--- src/rtl/dbg_reg_resp_pkg.sv ---
// Shared definitions for the debug register access responder:
// FSM states, regno decode bounds, bus widths and the regno decoder.
package dbg_reg_resp_pkg;

  localparam int unsigned REGNO_W = 16;
  localparam int unsigned ADDR_W  = 12;

  // regno map: CSRs occupy 0x0000-0x0FFF, GPRs 0x1000-0x101F
  localparam logic [REGNO_W-1:0] CSR_HI = 16'h0FFF;
  localparam logic [REGNO_W-1:0] GPR_LO = 16'h1000;
  localparam logic [REGNO_W-1:0] GPR_HI = 16'h101F;

  typedef enum logic [1:0] {
    ST_IDLE    = 2'd0,
    ST_REQ     = 2'd1,
    ST_WAIT_RD = 2'd2,
    ST_DONE    = 2'd3
  } state_t;

  typedef struct packed {
    logic              valid;
    logic              csr;
    logic [ADDR_W-1:0] addr;
  } decode_t;

  // Map an abstract register number onto the CSR or GPR file
  function automatic decode_t decode_regno(input logic [REGNO_W-1:0] regno);
    decode_t d;
    d = '0;
    if (regno <= CSR_HI) begin
      d.valid = 1'b1;
      d.csr   = 1'b1;
      d.addr  = regno[ADDR_W-1:0];
    end else if ((regno >= GPR_LO) && (regno <= GPR_HI)) begin
      d.valid = 1'b1;
      d.csr   = 1'b0;
      d.addr  = {7'b0, regno[4:0]};
    end
    return d;
  endfunction

endpackage

--- src/rtl/dbg_reg_resp_tmo_cnt.sv ---
// Timeout counter: counts cycles spent waiting for grant or read data and
// flags expiry on the LIMIT-th waiting cycle.
module dbg_tmo_cnt #(
  parameter int unsigned LIMIT = 255
) (
  input  logic i_clk,
  input  logic i_rst,
  input  logic i_clr,
  input  logic i_en,
  output logic o_expired
);

  localparam int unsigned    W    = (LIMIT > 1) ? $clog2(LIMIT) : 1;
  localparam logic [W-1:0]   LAST = W'(LIMIT - 1);

  logic [W-1:0] r_cnt;

  // Count waiting cycles; clear wins so the count restarts at each new wait
  always_ff @(posedge i_clk) begin
    if (i_rst || i_clr) begin
      r_cnt <= '0;
    end else if (i_en && !o_expired) begin
      r_cnt <= r_cnt + 1'b1;
    end
  end

  assign o_expired = (r_cnt == LAST);

endmodule

--- src/rtl/dbg_reg_resp.sv ---
// Debug abstract register access responder: accepts one access at a time,
// drives the core register-file port, and reports completion/error pulses.
module dbg_reg_resp
  import dbg_reg_resp_pkg::*;
#(
  parameter int unsigned GNT_TIMEOUT = 255
) (
  input  logic                sys_clk,
  input  logic                sys_rst,
  input  logic                valid_reg_access,
  input  logic                wr1_rd0,
  input  logic [REGNO_W-1:0]  regno,
  input  logic [31:0]         write_data,
  input  logic                core_halted,
  output logic                read_data_valid,
  output logic [31:0]         read_data,
  output logic                cmd_err,
  output logic                req_overrun,
  input  logic                clr_overrun,
  output logic                dbg_rf_req,
  input  logic                dbg_rf_gnt,
  output logic                dbg_csr_sel,
  output logic                dbg_rf_we,
  output logic [ADDR_W-1:0]   dbg_rf_addr,
  output logic [31:0]         dbg_rf_wdata,
  input  logic                dbg_rf_rvalid,
  input  logic [31:0]         dbg_rf_rdata
);

  state_t              r_state;
  logic                r_wr;
  logic [31:0]         r_wdata;
  logic                r_csr_sel;
  logic [ADDR_W-1:0]   r_addr;
  logic                r_req;
  logic                r_rdv;
  logic                r_cmd_err;
  logic [31:0]         r_rdata;
  logic                r_overrun;

  decode_t             w_dec;
  logic                w_bad;
  logic                w_tmo_clr;
  logic                w_tmo_en;
  logic                w_expired;

  // Decode the incoming request and derive timeout counter controls
  always_comb begin
    w_dec     = decode_regno(regno);
    w_bad     = !w_dec.valid || !core_halted;
    w_tmo_clr = 1'b0;
    w_tmo_en  = 1'b0;
    if ((r_state == ST_IDLE) && valid_reg_access && !w_bad) begin
      w_tmo_clr = 1'b1;
    end
    if ((r_state == ST_REQ) && dbg_rf_gnt && !r_wr) begin
      w_tmo_clr = 1'b1;
    end
    if ((r_state == ST_REQ) || (r_state == ST_WAIT_RD)) begin
      w_tmo_en = 1'b1;
    end
  end

  dbg_tmo_cnt #(
    .LIMIT (GNT_TIMEOUT)
  ) u_tmo (
    .i_clk     (sys_clk),
    .i_rst     (sys_rst),
    .i_clr     (w_tmo_clr),
    .i_en      (w_tmo_en),
    .o_expired (w_expired)
  );

  // Access FSM; completion/error pulses are set on the edge entering DONE so
  // they are high exactly while the FSM sits in DONE
  always_ff @(posedge sys_clk) begin
    if (sys_rst) begin
      r_state   <= ST_IDLE;
      r_wr      <= 1'b0;
      r_wdata   <= '0;
      r_csr_sel <= 1'b0;
      r_addr    <= '0;
      r_req     <= 1'b0;
      r_rdv     <= 1'b0;
      r_cmd_err <= 1'b0;
      r_rdata   <= '0;
    end else begin
      r_rdv     <= 1'b0;
      r_cmd_err <= 1'b0;
      case (r_state)
        ST_IDLE: begin
          if (valid_reg_access) begin
            r_wr      <= wr1_rd0;
            r_wdata   <= write_data;
            r_csr_sel <= w_dec.csr;
            r_addr    <= w_dec.addr;
            if (w_bad) begin
              r_state   <= ST_DONE;
              r_cmd_err <= 1'b1;
              if (!wr1_rd0) begin
                r_rdv   <= 1'b1;
                r_rdata <= '0;
              end
            end else begin
              r_state <= ST_REQ;
              r_req   <= 1'b1;
            end
          end
        end
        ST_REQ: begin
          if (dbg_rf_gnt) begin
            r_req   <= 1'b0;
            r_state <= r_wr ? ST_DONE : ST_WAIT_RD;
          end else if (w_expired) begin
            r_req     <= 1'b0;
            r_state   <= ST_DONE;
            r_cmd_err <= 1'b1;
            if (!r_wr) begin
              r_rdv   <= 1'b1;
              r_rdata <= '0;
            end
          end
        end
        ST_WAIT_RD: begin
          if (dbg_rf_rvalid) begin
            r_rdata <= dbg_rf_rdata;
            r_rdv   <= 1'b1;
            r_state <= ST_DONE;
          end else if (w_expired) begin
            r_rdata   <= '0;
            r_rdv     <= 1'b1;
            r_cmd_err <= 1'b1;
            r_state   <= ST_DONE;
          end
        end
        ST_DONE: begin
          r_state <= ST_IDLE;
        end
        default: begin
          r_state <= ST_IDLE;
        end
      endcase
    end
  end

  // Sticky overrun flag; a dropped request in the same cycle as clear wins
  always_ff @(posedge sys_clk) begin
    if (sys_rst) begin
      r_overrun <= 1'b0;
    end else if (valid_reg_access && (r_state != ST_IDLE)) begin
      r_overrun <= 1'b1;
    end else if (clr_overrun) begin
      r_overrun <= 1'b0;
    end
  end

  assign read_data_valid = r_rdv;
  assign read_data       = r_rdata;
  assign cmd_err         = r_cmd_err;
  assign req_overrun     = r_overrun;
  assign dbg_rf_req      = r_req;
  assign dbg_csr_sel     = r_csr_sel;
  assign dbg_rf_we       = r_wr;
  assign dbg_rf_addr     = r_addr;
  assign dbg_rf_wdata    = r_wdata;

endmodule

--- config.mk ---
export PLATFORM = sky130hd
export DESIGN_NAME = dbg_reg_resp
export DESIGN_NICKNAME = d
export VERILOG_FILES = /design/src/rtl/dbg_reg_resp_pkg.sv /design/src/rtl/dbg_reg_resp_tmo_cnt.sv /design/src/rtl/dbg_reg_resp.sv
export SDC_FILE = /design/constraint.sdc
export NUM_CORES = 1
export LEC_CHECK = 0
export BUFFER_PORTS_ARGS = -buffer_cell sky130_fd_sc_hd__buf_2
export CAP_MARGIN = 20
export CORE_MARGIN = 1.5
export CORE_UTILIZATION = 44
export CTS_BUF_LIST = sky130_fd_sc_hd__clkbuf_4
export DETAILED_ROUTE_END_ITERATION = 8
export PLACE_DENSITY = 0.76
export SKIP_LAST_GASP = 1
export SYNTH_ARGS = -nofsm -noshare
export SYNTH_HDL_FRONTEND = slang
export SYNTH_SLANG_ARGS = --single-unit
--- constraint.sdc ---
create_clock -name sys_clk -period 1.8 [get_ports sys_clk]
set_input_delay 0.18 -clock sys_clk [delete_from_list [all_inputs] [get_ports sys_clk]]
set_output_delay 0.18 -clock sys_clk [all_outputs]
set_load 0.05 [all_outputs]
==> flow_summary_export.csv, run 1 <==
group,metric,value,unit
outcome,status,"finished, final reports clean",
place,dp.cells,700,
setup_path,crit_arrival,2.13,ns
synthesis,syn_area_per_cell,8.65,um2
drt,wirelength,12200,um
synthesis,synth-adder-area-share,2.00,%
cells_and_area,nFillCells,588,
synthesis,synth_flop_cell,"dfxtp_1",
sta,setup_violations,0,
clock_network,cts.htree.levels,3,
synthesis,async_reset_ff_share,0,%
die,start_util,45.6,%
setup_path,reg2reg_depth,6,
setup_path,start_kind,"flip-flop",
clock_network,clk_latency,0.43,ns
setup_path,rrSetupSlack,0.003,ns
synthesis,yosysUniqueCellTypes,48,
drt,initialDrtViolationCount,231,
cells_and_area,finish.net_count,781,
setup_path,r2r_end,"read_data[24]$_SDFFE_PP0P_",
power,vdd_drop_max,0.000500,V
die,top_level_ports,170,
synthesis,muxShareOfSynthArea,8.51,%
cells_and_area,insertedDiodeCount,0,
drt,drc,0,
synthesis,ys_seq_area_share,49.0,%
power,finalPower,5170,uW
sta,rsz0062_at_grt,"yes",
cells_and_area,areaGrowthSynthToFinish,54.9,%
power,p_per_area,886,nW/um2
place,place_hpwl,7210,um
synthesis,ys_ff_latch,92,
setup_path,rr_startpoint,"r_state[1]$_SDFFE_PP0N_",
min_path,hp-start,"regno[6]",
sta,relSlewSlack,67.6,%
power,p_leak,0.00267,uW
sta,finClkSkew,0.0162,ns
synthesis,synth-simple-area-share,21.0,%
min_path,hp-class,"in2reg",
die,die_x,95.5,um
synthesis,synthCells,435,
grt,antenna_found_initial,0,
clock_network,cts_tree,"yes",
place,preCtsSetupSlack,0.00506,ns
synthesis,synth_top_family_by_area,"simple AND/OR/NAND/NOR gates",
grt,grt_pass1_vias,4023,
sta,setup_ws,0.00293,ns
sta,fin_crit_sh,99.8,%
die,dieArea,9110,um2
drt,final_antenna_net_count,0,
die,core,8260,um2
synthesis,synth_edf_count,0,
sta,fin_setup_tns,0,ns
grt,grt_util_all_layers,25.8,%
min_path,whs_path_depth,3,
clock_network,cts_buffer_depth,2,
run,max-cap-violations,0,
grt,grt_pass1_wl,18300,um
place,gp_congestion,0.961,
grt,grt_max_degree,48,
cells_and_area,final_cell_area,5830,um2
sta,worstMarginPinSlew,0.486,ns
cells_and_area,layout-drive-gt1-share,32.4,%
synthesis,synth_compound_area_share,14.2,%
sta,hold_viol,0,
die,dieHeight,95.5,um
synthesis,synth-xor-area-share,1.16,%
die,core.rowCount,33,
drt,viasPerCell,5.18,
cells_and_area,instances_no_fill,797,
setup_path,crit_type,"reg2reg",
synthesis,ys_warn_count,0,
drt,vias,4127,
synthesis,synth_fp_nets,529,
grt,grt_overflow_total,0,
setup_path,cp-end-kind,"flip-flop",
place,placed_cell_area,4780,um2
clock_network,cts_root_buf,"clkbuf_4",
clock_network,clk_pin_slew,0.14,ns
drt,firstDrtPassIters,5,
setup_path,worstPathRequired,2.13,ns
drt,wl_per_cell,15.3,um
place,portBuffers,169,
clock_network,clock-sinks,92,
clock_network,cts_buffers,9,
min_path,hold_path_end,"dbg_rf_addr[6]$_SDFFE_PP0P_",
setup_path,worstPathMaxFanout,7,
sta,fin_crit,1.80,ns
sta,maxSlewViolCount,0,
sta,timing.fmax,556,MHz
synthesis,synth_area,3760,um2
## flip-flops by register name (all words and copies together), names as in the netlist
| signal | count |
|---|---|
| cmd_err | 1 |
| dbg_csr_sel | 1 |
| dbg_rf_addr | 12 |
| dbg_rf_req | 1 |
| dbg_rf_wdata | 32 |
| dbg_rf_we | 1 |
| r_state | 2 |
| read_data | 32 |
| read_data_valid | 1 |
| req_overrun | 1 |
| u_tmo.r_cnt | 8 |
## critical path: stages (launching register included)
cell      delay (ns)
dfxtp_2         0.37
ha_4            0.16
or3b_4          0.41
a211oi_4        0.25
o211ai_4        0.15
buf_12          0.19
mux2i_4         0.18
## logic make-up after synthesis
logic type / after synthesis
and+or+nand+nor: 186
AOI/OAI and AO/OA: 79
buffers and inverters: 35
xor gates and xnor gates: 5
muxes: 32
DFF: 92
adders and majority gates: 6
## worst max path at each step
stage,to,depth (start not counted),from,slack (ns)
after floorplan,read_data[10]$_SDFFE_PP0P_,6,r_state[0]$_SDFFE_PP0N_,0.04
after global placement,read_data[15]$_SDFFE_PP0P_,6,r_state[0]$_SDFFE_PP0N_,0.07
after detailed placement,read_data[6]$_SDFFE_PP0P_,6,r_state[1]$_SDFFE_PP0N_,0.005
after CTS,read_data[1]$_SDFFE_PP0P_,6,r_state[1]$_SDFFE_PP0N_,0.03
after global routing,read_data[25]$_SDFFE_PP0P_,8,r_state[0]$_SDFFE_PP0N_,-0.07
final,read_data[24]$_SDFFE_PP0P_,6,r_state[1]$_SDFFE_PP0N_,0.003
## where the power goes
part	internal (uW)	total, uW	switching, uW
clock network	313	1030	719
logic	764	1870	1110
registers	2180	2260	84.0
## layer usage
layer	vias to the layer above	GRT usage (%)	part of all wire, %	routed length [um]
met5	-	0	0	0
met4	0	12.7	3.2	386
met3	43	6.46	7.8	956
met2	213	45.0	49	6020
met1	1897	29.2	40	4820
li1	1974	-	-	-
## layout make-up
cell class / instances / area (um2) / share of cell area [%]
repair buffers: 269 / 1860 / 31.8
multi-input cells: 308 / 1850 / 31.7
flip-flops and latches: 92 / 1840 / 31.6
well taps: 105 / 131 / 2.25
clock buffers: 10 / 75.1 / 1.29
clock inverters: 6 / 46.3 / 0.794
inverters: 7 / 26.3 / 0.451
## synth_stat cells, types with 4 or more instances
cell | count | area (um2)
nand2_1 | 133 | 499
dfxtp_1 | 92 | 1840
a21oi_1 | 40 | 200
mux2i_1 | 32 | 320
nor2_1 | 23 | 86.3
clkbuf_1 | 18 | 67.6
a22oi_1 | 7 | 52.6
ha_1 | 6 | 75.1
inv_1 | 6 | 22.5
a32oi_1 | 5 | 43.8
and3_1 | 5 | 31.3
buf_1 | 4 | 15.0
nand2b_1 | 4 | 25.0
## placed cells by master (no fill, tap or decap), types with 3 or more instances in the layout
| cell type | Yosys | layout |
|---|---|---|
| a21oi_1 | 40 | 40 |
| a22oi_1 | 7 | 7 |
| a31oi_1 | 3 | 3 |
| a32oi_1 | 5 | 5 |
| and2_1 | 3 | 3 |
| and3_1 | 5 | 5 |
| buf_2 | 3 | 169 |
| buf_4 | 0 | 17 |
| clkbuf_4 | 0 | 10 |
| dfxtp_1 | 92 | 90 |
| dlygate4sd3_1 | 0 | 78 |
| ha_1 | 6 | 4 |
| inv_1 | 6 | 6 |
| inv_6 | 0 | 3 |
| mux2i_1 | 32 | 28 |
| mux2i_2 | 0 | 3 |
| nand2_1 | 133 | 133 |
| nand2b_1 | 4 | 4 |
| nor2_1 | 23 | 23 |
| o2111ai_1 | 3 | 3 |
| o211ai_1 | 3 | 3 |
| o21ai_0 | 3 | 3 |
| xor2_1 | 3 | 3 |
## what timing repair did
action                     4_1_cts  5_1_grt
setup buffers                    0        1
pin swaps                        1        3
setup endpoints to repair       16       35
gates cloned                     0        2
hold buffers                    78        0
hold endpoints to repair        79        0
resized for setup                0       19
## stage by stage
stage | utilization, % | hold WS, ns
after global routing | 70.6 | 0.0816
final | 70.6 | 0.0991
after global placement | 57.8 | 0.421
after detailed placement | 57.8 | 0.428
after floorplan | - | 0.282
after CTS | 68.8 | 0.000354
Note: power is estimated with default switching activity, not from simulation.
==> run 2: changes to the inputs <==
- CORE_ASPECT_RATIO: default -> 0.9
==> flow_summary_export.csv, run 2 (synthesis gave the netlist of run 1 again) <==
group,metric,value,unit
run,max-cap-violations,0,
cells_and_area,nFillCells,561,
setup_path,reg2reg_depth,6,
outcome,status,"finished with violations",
cells_and_area,regArea,1840,um2
clock_network,cts_buffer_depth,2,
power,vdd_drop_max,0.000499,V
grt,grt_pass1_wl,18600,um
die,core.rowCount,31,
cells_and_area,layout-drive-gt1-share,32.3,%
min_path,hp-class,"in2reg",
place,portBuffers,169,
sta,hold_viol,0,
drt,wl_met3,966,um
grt,grt_overflow_total,0,
setup_path,rr_startpoint,"r_state[1]$_SDFFE_PP0N_",
setup_path,crit_arrival,2.18,ns
place,gp_congestion,0.921,
sta,fin_crit_sh,100,%
sta,worstMarginPinSlew,0.461,ns
min_path,hold_path_end,"read_data_valid$_SDFF_PP0_",
sta,setup_violations,1,
die,top_level_ports,170,
drt,firstDrtPassIters,5,
die,die_x,100,um
sta,relSlewSlack,69.3,%
die,core,8180,um2
sta,fin_crit,1.80,ns
setup_path,cp-end-kind,"flip-flop",
sta,fin_setup_tns,-0.000526,ns
cells_and_area,layout_common_cells,"buf_2 (169), nand2_1 (133), dfxtp_1 (90)",
clock_network,cts_root_buf,"clkbuf_4",
sta,rsz0062_at_grt,"yes",
clock_network,cts_tree,"yes",
drt,wirelength,11900,um
sta,timing.fmax,555,MHz
setup_path,worstPathRequired,2.18,ns
cells_and_area,areaGrowthSynthToFinish,56.2,%
drt,viasPerCell,5.05,
power,p_per_area,897,nW/um2
die,dieHeight,90.7,um
die,start_util,46.0,%
setup_path,r2r_end,"read_data[15]$_SDFFE_PP0P_",
drt,vias,4102,
clock_network,clock-sinks,92,
power,p_leak,0.00271,uW
drt,wl_per_cell,14.6,um
cells_and_area,final_common_cell,"buf_2",
power,finalPower,5270,uW
grt,grt_max_degree,47,
setup_path,rrSetupSlack,0.02,ns
setup_path,crit_type,"in2reg",
drt,wl_met2,5790,um
cells_and_area,instances_no_fill,812,
cells_and_area,finish.net_count,786,
cells_and_area,insertedDiodeCount,0,
sta,finClkSkew,0.0213,ns
drt,routed.top_layer,"met4",
clock_network,clk_pin_slew,0.15,ns
min_path,whs_path_depth,3,
min_path,hp-start,"dbg_rf_rvalid",
cells_and_area,multiInputGateArea,1830,um2
sta,setup_ws,-0.000526,ns
sta,maxSlewViolCount,0,
die,dieArea,9120,um2
place,dp.cells,710,
setup_path,start_kind,"input pin",
drt,drc,0,
drt,initialDrtViolationCount,159,
clock_network,clk_latency,0.44,ns
grt,grt_pass1_vias,4110,
place,place_hpwl,7040,um
clock_network,cts_buffers,9,
clock_network,cts.htree.levels,3,
grt,grt_util_all_layers,25.6,%
drt,wl_met1,4840,um
grt,antenna_found_initial,0,
setup_path,worstPathMaxFanout,8,
drt,final_antenna_net_count,0,
outcome,violations,"negative setup slack",
[run 2: changes by cell type in the layout (fill, tap and decap cells not counted), sizes merged]
cell | previous run | this run
clkinvlp | 1 | 2
bufinv | 0 | 1
inv | 9 | 7
buf | 189 | 193
dlygate4sd3 | 78 | 79
[run 2: layout make-up]
type	count	share of cell area (%)
Timing Repair Buffer	274	32.2
Tap cell	115	2.45
Sequential cell	92	31.4
Multi-Input combinational cell	308	31.1
Clock inverter	6	1.06
Clock buffer	10	1.28
Inverter	7	0.447
[run 2: timing repair]
item / CTS / global route
hold buffers: 79 / 0
gates resized for setup: 1 / 13
cloned: 0 / 3
endpoints found under the hold margin: 80 / 0
pin swaps: 1 / 4
buffers inserted: 0 / 4
setup endpoints to repair: 32 / 43
[run 2: worst max-delay path, stage by stage]
cell and delay, ns:
dlygate4sd3_1 0.53, buf_2 0.14, nor4_4 0.31, buf_4 0.19, a211oi_4 0.06, o211ai_4 0.31, clkbuf_16 0.24, mux2i_1 0.20
[run 2: how the worst max path moves through the flow]
stage | from | to | slack [ns] | cells past startpoint
floorplan | r_state[0]$_SDFFE_PP0N_ | read_data[10]$_SDFFE_PP0P_ | 0.04 | 6
global placement | r_state[0]$_SDFFE_PP0N_ | read_data[0]$_SDFFE_PP0P_ | 0.06 | 6
detailed placement | r_state[0]$_SDFFE_PP0N_ | read_data[16]$_SDFFE_PP0P_ | -0.01 | 6
finish | regno[6] | read_data[9]$_SDFFE_PP0P_ | -0.0005 | 8
CTS | r_state[0]$_SDFFE_PP0N_ | read_data[16]$_SDFFE_PP0P_ | 0.004 | 6
global route | r_state[0]$_SDFFE_PP0N_ | read_data[0]$_SDFFE_PP0P_ | -0.05 | 8
[run 2: where the power goes]
group          internal [uW]  switching (uW)
clock network            437             686
logic                    777            1110
registers               2180            82.0
[run 2: through the flow]
stage | cell area [um2] | hold WS [ns] | utilization (%) | worst slack [ns]
global route | 5880 | 0.0949 | 71.8 | -0.0505
finish | 5880 | 0.0873 | 71.8 | -0.000526
global placement | 4790 | 0.420 | 58.5 | 0.0620
CTS | 5720 | 0.0370 | 69.9 | 0.00432
detailed placement | 4790 | 0.425 | 58.5 | -0.0113
floorplan | 3760 | 0.282 | - | 0.0390
[run 2: metal layers]
metal,global-route usage [%],vias to the layer above
li1,-,1979
met1,28.8,1899
met2,45.4,201
met3,8.44,23
met4,7.86,0
met5,0,-
==> run 3: changes to the inputs <==
- CORE_UTILIZATION: 44 -> 52
- PLACE_DENSITY: 0.76 -> 0.84
- clock period: 1.8 -> 2.3 ns (I/O delays scaled with it)
==> flow_summary_export.csv, run 3 (synthesis gave the netlist of run 1 again) <==
group,metric,value,unit
die,core,7040,um2
sta,holdWs,0.0277,ns
setup_path,crit_type,"reg2reg",
clock_network,cts_root_buf,"clkbuf_4",
sta,timing.fmax,483,MHz
setup_path,reg2reg_depth,6,
drt,wl_per_cell,13.9,um
place,portBuffers,169,
drt,wirelength,9620,um
place,place_hpwl,6960,um
clock_network,cts_tree,"yes",
clock_network,clk_latency,0.42,ns
setup_path,cp_slowest_stage_delay,0.41,ns
place,gp_congestion,0.877,
setup_path,crit_arrival,2.35,ns
drt,initialDrtViolationCount,190,
clock_network,clock-sinks,92,
drt,firstDrtPassIters,4,
die,die_x,92.7,um
sta,worstMarginPinSlew,0.712,ns
grt,grt_util_all_layers,25.2,%
cells_and_area,layout_common_cells,"buf_2 (169), nand2_1 (133), dfxtp_1 (92)",
cells_and_area,finish.net_count,693,
die,start_util,53.4,%
cells_and_area,areaGrowthSynthToFinish,28.4,%
power,finalPower,3710,uW
cells_and_area,final_cell_area,4830,um2
drt,final_antenna_net_count,0,
setup_path,worstPathRequired,2.58,ns
place,placed_cell_area,4640,um2
min_path,hold_path_end,"read_data[10]$_SDFFE_PP0P_",
grt,antenna_found_initial,0,
cells_and_area,instances_no_fill,694,
sta,relSlewSlack,52.5,%
die,dieHeight,83.7,um
setup_path,worstPathMaxFanout,32,
min_path,hp-start,"dbg_rf_rdata[10]",
setup_path,start_kind,"flip-flop",
setup_path,rrSetupSlack,0.23,ns
clock_network,cts_buffer_depth,2,
clock_network,clk_pin_slew,0.14,ns
sta,fin_setup_tns,0,ns
setup_path,r2r_end,"read_data[19]$_SDFFE_PP0P_",
die,core.rowCount,29,
min_path,whs_path_depth,3,
sta,fin_crit,2.07,ns
drt,drc,0,
sta,finClkSkew,0.0231,ns
run,max-cap-violations,0,
power,p_per_area,768,nW/um2
cells_and_area,insertedDiodeCount,0,
place,dp.cells,675,
setup_path,worst-path-buf-inv,1,
setup_path,rr_startpoint,"r_state[0]$_SDFFE_PP0N_",
grt,grt_max_degree,54,
clock_network,cts_buffers,9,
grt,grt_pass1_wl,15700,um
clock_network,cts.htree.levels,3,
grt,grt_overflow_total,0,
cells_and_area,layout-drive-gt1-share,32.1,%
drt,vias,3667,
sta,fin_crit_sh,90.1,%
power,vdd_drop_max,0.000389,V
sta,rsz0062_at_grt,"no",
power,p_leak,0.00227,uW
sta,hold_viol,0,
setup_path,cp_top_family,"simple AND/OR/NAND/NOR gates",
sta,setup_violations,0,
die,dieArea,7760,um2
die,top_level_ports,170,
grt,grt_pass1_vias,3477,
cells_and_area,final_common_cell,"buf_2",
drt,viasPerCell,5.28,
outcome,status,"finished, final reports clean",
setup_path,path_cells,"ha_1, or3b_1, a211oi_2, o211ai_4, buf_4, mux2i_1",
setup_path,crit_slowest_cell,"or3b_1",
setup_path,cp-end-kind,"flip-flop",
min_path,hp-class,"in2reg",
sta,maxSlewViolCount,0,
run 3: per-layer routing:
| layer | vias to the layer above | part of all wire [%] | track usage [%] |
|---|---|---|---|
| li1 | 1797 | - | - |
| met1 | 1684 | 42 | 30.0 |
| met2 | 164 | 47 | 42.7 |
| met3 | 22 | 8.2 | 7.19 |
| met4 | 0 | 2.3 | 9.78 |
| met5 | - | 0 | 0 |
run 3: metrics by stage:
step	util (%)	setup WS [ns]
floorplan	-	0.539
global placement	65.9	0.324
detailed placement	65.9	0.274
CTS	68.0	0.237
global route	68.6	0.0426
finish	68.6	0.228
run 3: layout make-up:
type / count / area, um2
Clock buffer: 10 / 75.1
Clock inverter: 3 / 41.3
Fill cell: 573 / 2210
Inverter: 7 / 26.3
Multi-Input combinational cell: 308 / 1760
Sequential cell: 92 / 1840
Tap cell: 93 / 116
Timing Repair Buffer: 181 / 968
run 3: tightest hold or removal path, delay by kind of cell:
family | cells | cell delay, ns
buf+inv | 1 | 0.09
mux | 1 | 0.05
simple gates | 1 | 0.04
run 3: worst max path at each step:
stage / start / slack [ns] / cells after the start / to
global placement: r_state[0]$_SDFFE_PP0N_ / 0.32 / 6 / read_data[8]$_SDFFE_PP0P_
global route: u_tmo.r_cnt[0]$_SDFFE_PP0P_ / 0.04 / 7 / read_data[19]$_SDFFE_PP0P_
floorplan: r_state[0]$_SDFFE_PP0N_ / 0.54 / 6 / read_data[10]$_SDFFE_PP0P_
detailed placement: r_state[0]$_SDFFE_PP0N_ / 0.27 / 6 / read_data[30]$_SDFFE_PP0P_
CTS: r_state[0]$_SDFFE_PP0N_ / 0.24 / 6 / read_data[19]$_SDFFE_PP0P_
finish: r_state[0]$_SDFFE_PP0N_ / 0.23 / 6 / read_data[19]$_SDFFE_PP0P_
run 3: report_power, final:
| part | internal (uW) | switching [uW] | total [uW] |
|---|---|---|---|
| combinational | 371 | 772 | 1140 |
| clock | 324 | 477 | 801 |
| sequential | 1700 | 64.2 | 1770 |
run 3: what timing repair did:
item,4_1_cts,5_1_grt
resized for setup,0,0
buffers inserted,0,0
hold buffers,3,2
hold endpoints to repair,3,2
